$ cat config.mk
export PLATFORM = sky130hd
export DESIGN_NAME = stream_serializer_flat
export DESIGN_NICKNAME = d
export VERILOG_FILES = /design/src/rtl/stream_serializer_if.sv /design/src/rtl/stream_serializer.sv /design/src/flat_wrapper.sv
export SDC_FILE = /design/constraint.sdc
export NUM_CORES = 1
export LEC_CHECK = 0
export ABC_AREA = 0
export CORE_UTILIZATION = 53
export CTS_CLUSTER_DIAMETER = 80
export DETAILED_ROUTE_END_ITERATION = 10
export GPL_TIMING_DRIVEN = 0
export PLACE_DENSITY = 0.77
export SETUP_SLACK_MARGIN = 0.02
export SYNTH_ARGS = -nofsm -noshare
export SYNTH_HDL_FRONTEND = slang
export SYNTH_SLANG_ARGS = --single-unit
$ cat constraint.sdc
create_clock -name clk -period 2 [get_ports clk]
set_clock_uncertainty 0.1 [all_clocks]
set_input_delay 0.4 -clock clk [delete_from_list [all_inputs] [get_ports clk]]
set_output_delay 0.4 -clock clk [all_outputs]
set_load 0.03 [all_outputs]
$ cat src/rtl/stream_serializer_if.sv
// Parallel-word handshake plus serial-line bundle between a word producer and the serializer.
interface stream_serializer_if #(
  parameter int unsigned WIDTH = 11
);
  logic             word_valid;
  logic [WIDTH-1:0] word_data;
  logic             word_ready;
  logic             ser_out;
  logic             ser_valid;
  logic             done;
  logic             busy;

  modport master (
    output word_valid, word_data,
    input  word_ready, ser_out, ser_valid, done, busy
  );

  modport slave (
    input  word_valid, word_data,
    output word_ready, ser_out, ser_valid, done, busy
  );
endinterface

$ cat src/rtl/stream_serializer.sv
// Parallel-to-serial feeder: one holding word plus one shifting word, one bit per clock,
// seamless across back-to-back words.
module stream_serializer #(
  parameter int unsigned WIDTH     = 11,
  parameter bit          MSB_FIRST = 1'b1,
  parameter bit          IDLE_BIT  = 1'b0
) (
  input logic            clk,
  input logic            rst,
  stream_serializer_if.slave bus
);
  localparam int unsigned CW = $clog2(WIDTH);

  typedef enum logic {IDLE, SHIFT} state_t;

  state_t           state, state_d;
  logic [WIDTH-1:0] hold;
  logic [WIDTH-1:0] shreg, shreg_d;
  logic             hold_full, hold_full_d;
  logic [CW-1:0]    cnt, cnt_d;
  logic             ser_out, ser_out_d;
  logic             ser_valid, ser_valid_d;
  logic             done, done_d;
  logic             word_ready;
  logic             accept;
  logic             load;

  assign word_ready = !hold_full && !rst;
  assign accept     = bus.word_valid && word_ready;

  assign bus.word_ready = word_ready;
  assign bus.ser_out    = ser_out;
  assign bus.ser_valid  = ser_valid;
  assign bus.done       = done;
  assign bus.busy       = hold_full || (state == SHIFT);

  // State and datapath registers
  always_ff @(posedge clk or posedge rst) begin
    if (rst) begin
      state     <= IDLE;
      hold      <= '0;
      shreg     <= '0;
      hold_full <= 1'b0;
      cnt       <= '0;
      ser_out   <= IDLE_BIT;
      ser_valid <= 1'b0;
      done      <= 1'b0;
    end else begin
      state     <= state_d;
      shreg     <= shreg_d;
      hold_full <= hold_full_d;
      cnt       <= cnt_d;
      ser_out   <= ser_out_d;
      ser_valid <= ser_valid_d;
      done      <= done_d;
      if (accept) hold <= bus.word_data;
    end
  end

  // Next state; done is raised on the edge that puts the last bit on the line
  always_comb begin
    state_d     = state;
    shreg_d     = shreg;
    hold_full_d = hold_full;
    cnt_d       = cnt;
    ser_out_d   = ser_out;
    ser_valid_d = ser_valid;
    done_d      = 1'b0;
    load        = 1'b0;

    case (state)
      IDLE: begin
        if (hold_full) begin
          load = 1'b1;
        end else begin
          ser_out_d   = IDLE_BIT;
          ser_valid_d = 1'b0;
        end
      end
      SHIFT: begin
        if (cnt != '0) begin
          shreg_d   = MSB_FIRST ? {shreg[WIDTH-2:0], 1'b0} : {1'b0, shreg[WIDTH-1:1]};
          ser_out_d = MSB_FIRST ? shreg[WIDTH-2] : shreg[1];
          cnt_d     = cnt - CW'(1);
          done_d    = (cnt == CW'(1));
        end else if (hold_full) begin
          load = 1'b1;
        end else begin
          state_d     = IDLE;
          ser_valid_d = 1'b0;
          ser_out_d   = IDLE_BIT;
        end
      end
      default: state_d = IDLE;
    endcase

    if (load) begin
      shreg_d     = hold;
      cnt_d       = CW'(WIDTH - 1);
      hold_full_d = 1'b0;
      state_d     = SHIFT;
      ser_valid_d = 1'b1;
      ser_out_d   = MSB_FIRST ? hold[WIDTH-1] : hold[0];
    end

    // word_ready is low whenever load can fire, so these never coincide
    if (accept) hold_full_d = 1'b1;
  end
endmodule

$ cat src/flat_wrapper.sv
// flat-port wrapper written by rule: the top's interface ports become plain ports
module stream_serializer_flat 
#(
  parameter int unsigned WIDTH     = 11,
  parameter bit          MSB_FIRST = 1'b1,
  parameter bit          IDLE_BIT  = 1'b0
)
  (clk, rst, bus_word_valid, bus_word_data, bus_word_ready, bus_ser_out, bus_ser_valid, bus_done, bus_busy);
  stream_serializer_if #(.WIDTH(WIDTH)) bus_i ();
  input logic clk;
  input logic rst;
  input wire logic [$bits(bus_i.word_valid)-1:0] bus_word_valid;
  input wire logic [$bits(bus_i.word_data)-1:0] bus_word_data;
  output wire logic [$bits(bus_i.word_ready)-1:0] bus_word_ready;
  output wire logic [$bits(bus_i.ser_out)-1:0] bus_ser_out;
  output wire logic [$bits(bus_i.ser_valid)-1:0] bus_ser_valid;
  output wire logic [$bits(bus_i.done)-1:0] bus_done;
  output wire logic [$bits(bus_i.busy)-1:0] bus_busy;
  assign bus_i.word_valid = bus_word_valid;
  assign bus_i.word_data = bus_word_data;
  assign bus_word_ready = bus_i.word_ready;
  assign bus_ser_out = bus_i.ser_out;
  assign bus_ser_valid = bus_i.ser_valid;
  assign bus_done = bus_i.done;
  assign bus_busy = bus_i.busy;
  stream_serializer #(.WIDTH(WIDTH), .MSB_FIRST(MSB_FIRST), .IDLE_BIT(IDLE_BIT)) u_core (.clk(clk), .rst(rst), .bus(bus_i));
endmodule
* Word-level counts from Yosys, hierarchy flattened *
Index checks and enable logic that the tools add are counted.

cells by class
  mux-type cells = 24
  eq/ne operators = 2
  reductions and logical operators = 10
  bitwise logic cells = 1
  $mul = 0
  add/sub/neg operators = 1
  magnitude comparators = 0
  div/mod/pow operators = 0
  shift-type cells = 0

operator list
  operator               count
  $mux W10               3
  $mux W1                15
  $mux W4                3
  $pmux W1 S2            3
  $reduce_bool A2 Y1     3
  $eq A4 B1 Y1 const B   1
  $reduce_bool A4 Y1     1
  $sub A4 B1 Y4 const B  1
  $ne A3 B3 Y1 const B   1
  $logic_and A1 B1 Y1    2
  $logic_not A1 Y1       2
  $reduce_and A2 Y1      1
  $logic_or A1 B1 Y1     1
  $not A1 Y1             1

storage, ports and cells
  word-level logic and storage cells = 46
  bits in read-only memories = 0
  register bits after elaboration = 30
  memories kept = 0
  bits in latches = 0
  output and inout port bits = 5
  bits in writable memories = 0

* Longest topological paths before layout *
  word-level depth = 5
  depth in mapped cells = 6
  depth with buffers taken out = 5

* Worst setup path after synthesis *
Ideal clock, no wire load.

  path type = register to register
  start = reg u_core.cnt[0]
  end = reg u_core.ser_valid, in the netlist u_core.bus.ser_valid
  path buffers = 1
  setup time = 0.125 ns
  slack = 0.353 ns
  arrival = 1.422 ns
  data required time = 1.775 ns
  period minus slack after synthesis = 1.647 ns
  cell stages (with the launch flop) = 7
  cells stage by stage = dfrtp_1 -> inv_1 -> ha_1 -> nand2b_4 -> o21ai_4 -> buf_8 -> mux2_4

between the ends
  longest elaborated chain between the ends = 4
  elaborated cells between the ends (all ways) = 5
  classes of those cells = eq/ne: 1; mux: 3; reduce/logical: 1

RTL lines
  item                                                      line                     source
  start, declared                                           stream_serializer.sv:20  logic [CW-1:0] cnt, cnt_d;
  start signal, assigned                                    stream_serializer.sv:52  cnt <= cnt_d;
  $reduce_bool A4 Y1 (*)                                    stream_serializer.sv:81  if (cnt != '0) begin
  $mux W1                                                   stream_serializer.sv:81
  $pmux W1 S2                                               stream_serializer.sv:71  case (state)
  $ne A3 B3 Y1 (no line) / $mux W1 (equally long branches)  --
  end signal, assigned                                      stream_serializer.sv:54  ser_valid <= ser_valid_d;
  end, declared                                             stream_serializer.sv:22  logic ser_valid, ser_valid_d;

Mark *: on every way between the ends. The rest lies on a longest branch, timed or not.
A chain may end at the register's enable or synchronous reset.

* Final worst setup path *
  start = reg u_core.hold_full
  end = out bus_busy

between the ends
  longest elaborated chain between the ends = 1

RTL lines
  item                    line                     source
  start, declared         stream_serializer.sv:19  logic hold_full, hold_full_d;
  start signal, assigned  stream_serializer.sv:51  hold_full <= hold_full_d;
  $logic_or A1 B1 Y1      stream_serializer.sv:35  assign bus.busy = hold_full || (state == SHIFT);
  end, declared           flat_wrapper.sv:18       output wire logic [$bits(bus_i.busy)-1:0] bus_busy;

Every way passes these cells.

==> impl_metrics.toml <==
[floorplanning]
die_w_microns = 53.7
ios = 19
rows = 18
design.core.area_sq_um = 2500
die_area_sq_um = 2890
start_util = 0.568
die_h_microns = 53.7

[grt]
top_usage_layer = "met2"
grt_pass1_wl_microns = 3870
first_global_vias = 832
grt_usage = 0.205
use_met3 = 0.0847
use_met1 = 0.238
grt_overflow_total = 0
gr-usage-met2 = 0.321
grt_antenna_before_repair = 0
grt_max_degree = 31

[clock_tree]
cts_buffers = 5
path_clk_slew_ns = 0.09
cts_buffer_depth = 2
clock_latency_ns = 0.33
cts_sinks = 30
ctsHoldBuffers = 0
cts_tree = "done"
htreeDepth = 2
root_buffer = "clkbuf_4"

[sta]
slew_violations = 0
hold_viol_final = 0
timing.slew.headroom = 0.272
worstMarginPinSlew_ns = 1.09
clock.fmax_mhz = 527
hold_ws_ns = 0.412
rsz0062_at_grt = "no"
fin_crit_sh = 0.948
setup_tns_ns = 0
setup_viol = 0
min_period_ns = 1.90

[worst_setup_path]
critPathCaptureType = "primary output"
path_class = "flip-flop to primary output"
cp_top_family = "buffers and inverters"
arrival_ns = 1.40
critical_path_buf_inv_count = 3
critical_path.slowest_cell = "dfrtp_1"
start_kind = "flip-flop"
worstPathMaxFanout = 10
crit_path_cell_trace = "buf_6 > buf_6 > or2_4 > buf_6"
cp_slowest_stage_delay_ns = 0.40
path_common_cell = "buf_6"
required_ns = 1.50

[detailed_routing]
drtAntennaViolNets = 0
drc_errors = 0
wl_per_cell_microns = 14.6
dr.pass1.iters = 4
via_per_inst = 5.29
drt-total-wl_microns = 2270
dr_total_vias = 826
drt-initial-drc-count = 9

[synthesis]
synth_edf_count = 0
yosys_warnings = 0
synth_top_area_share = 0.529
ys_seq_elements = 30
synth_fp_nets = 113
synthAdderAreaFrac = 0.0176
yosys-top-cells-area = "dfrtp_1 (53%), mux2_4 (14%), mux2_2 (13%), buf_6 (2.4%), mux2i_1 (2.1%)"
synth-xor-area-share = 0
netlist_area_sq_um = 1420
muxShareOfSynthArea = 0.294
synth-simple-area-share = 0.0732
ys_seq_area_frac = 0.529
synth.most_common_cell = "dfrtp_1"
avgSynthCellArea_sq_um = 14.6
postSynthCellCount = 97
ys_types = 25
synth_common_cells = "dfrtp_1 (30), mux2_2 (17), mux2_4 (13), inv_1 (6), nand2_1 (4)"
synth_top_family_by_area = "multiplexers"
synth_compound_area_frac = 0.0362
ys.flop_type = "dfrtp_1"
synthArstFlopShare = 1.00
yosys.area.top_type = "dfrtp_1"

[power]
ir_drop_mv = 1.03
p_per_area_nw_per_um2 = 1540
p_leak_nw = 0.812

[final_layout]
nNetsFinal = 141
area_delta_synth_final_pct = 22.6
antenna_cells = 0
final_layout_size_suffix_gt1_frac = 0.405

[placed_design]
gp_congestion = 0.648
hpwl_microns = 1570
portBuffers = 18

[flow_run]
cap_viol_max_count = 0

[outcome]
status = "finished clean"

[hold_path]
hp-class = "flip-flop to flip-flop"
## path summary, 6_finish.rpt
kind	depth (start not counted)	to	startpoint	slack, ns
min in group asynchronous	2	u_core.hold[0]$_DFFE_PP0P_	rst	0.63
max in group asynchronous	2	u_core.state$_DFF_PP0_	rst	0.52
worst min register to register	1	u_core.shreg[6]$_DFFE_PP0P_	u_core.shreg[5]$_DFFE_PP0P_	0.41
worst max register to register	6	u_core.bus.ser_valid$_DFFE_PP0P_	u_core.cnt[0]$_DFFE_PP0P_	0.14
worst min-delay path	1	u_core.shreg[6]$_DFFE_PP0P_	u_core.shreg[5]$_DFFE_PP0P_	0.41
worst max-delay path	4	bus_busy	u_core.hold_full$_DFFE_PP0P_	0.10
## routing by layer
metal  wire (microns)  part of all wire
met1             1010              0.45
met2             1130              0.50
met3               91             0.040
met4               43             0.019
met5                0                 0
## layout by cell type, fill, tap and decap left out, drive strengths merged
master,synthesis,layout
nand2,4,4
clkdlybuf4s50,0,16
a211oi,1,1
dlygate4sd2,0,1
bufinv,0,1
nor4b,1,1
or2,1,1
o21ai,3,3
and3,1,1
nor2,2,2
clkbuf,0,5
a32o,1,1
nand2b,1,1
clkinv,0,2
mux2,30,30
dfrtp,30,30
nor4,1,1
and2b,1,1
o21bai,1,1
inv,6,6
ha,2,2
buf,4,8
nor3,2,2
and2,2,2
mux2i,3,3
## where the power goes
group / switching, W / leakage [nW] / internal [W] / total, W
clock: 0.000207 / 0.0450 / 0.000259 / 0.000466
sequential: 0.000177 / 0.369 / 0.000871 / 0.00105
combinational: 0.000457 / 0.399 / 0.000711 / 0.00117
## final cells by class
| type | count | area, sq um |
|---|---|---|
| inverters | 6 | 22.5 |
| flip-flops and latches | 30 | 751 |
| well taps | 30 | 37.5 |
| multi-input cells | 57 | 599 |
| clock inverters | 3 | 40.0 |
| repair buffers | 21 | 203 |
| plain buffers | 4 | 48.8 |
| clock buffers | 5 | 37.5 |
| fillers | 172 | 761 |
## sequential cells by signal, indices dropped and copies added (netlist names)
register	count
u_core.bus.ser_out	1
u_core.bus.ser_valid	1
u_core.state	1
u_core.hold_full	1
u_core.bus.done	1
u_core.hold	11
u_core.shreg	10
u_core.cnt	4
## per-stage QoR
| step | utilization | total power, W | std cells | worst slack [ns] | instance area [sq um] |
|---|---|---|---|---|---|
| 6_report | 0.696 | 0.00268 | 156 | 0.103 | 1740 |
| 5_1_grt | 0.696 | 0.00285 | 156 | 0.0200 | 1740 |
| 4_1_cts | 0.686 | 0.00265 | 153 | -0.113 | 1710 |
| 3_5_place_dp | 0.655 | 0.00219 | 145 | -0.131 | 1640 |
| 3_3_place_gp | 0.655 | 0.00213 | 145 | -0.128 | 1640 |
| 2_1_floorplan | - | 0.00192 | 97 | 0.353 | 1420 |
## logic make-up after synthesis
| logic type | after synthesis |
|---|---|
| compound gates | 6 |
| fa+ha+maj | 2 |
| buf+inv | 10 |
| flops | 30 |
| mux | 33 |
| simple gates | 16 |
## what timing repair did
action	4_1_cts	5_1_grt
setup endpoints to repair	2	1
buffers inserted	0	3
resized for setup	4	6
No activity file was read; power rests on OpenSTA's default activity.
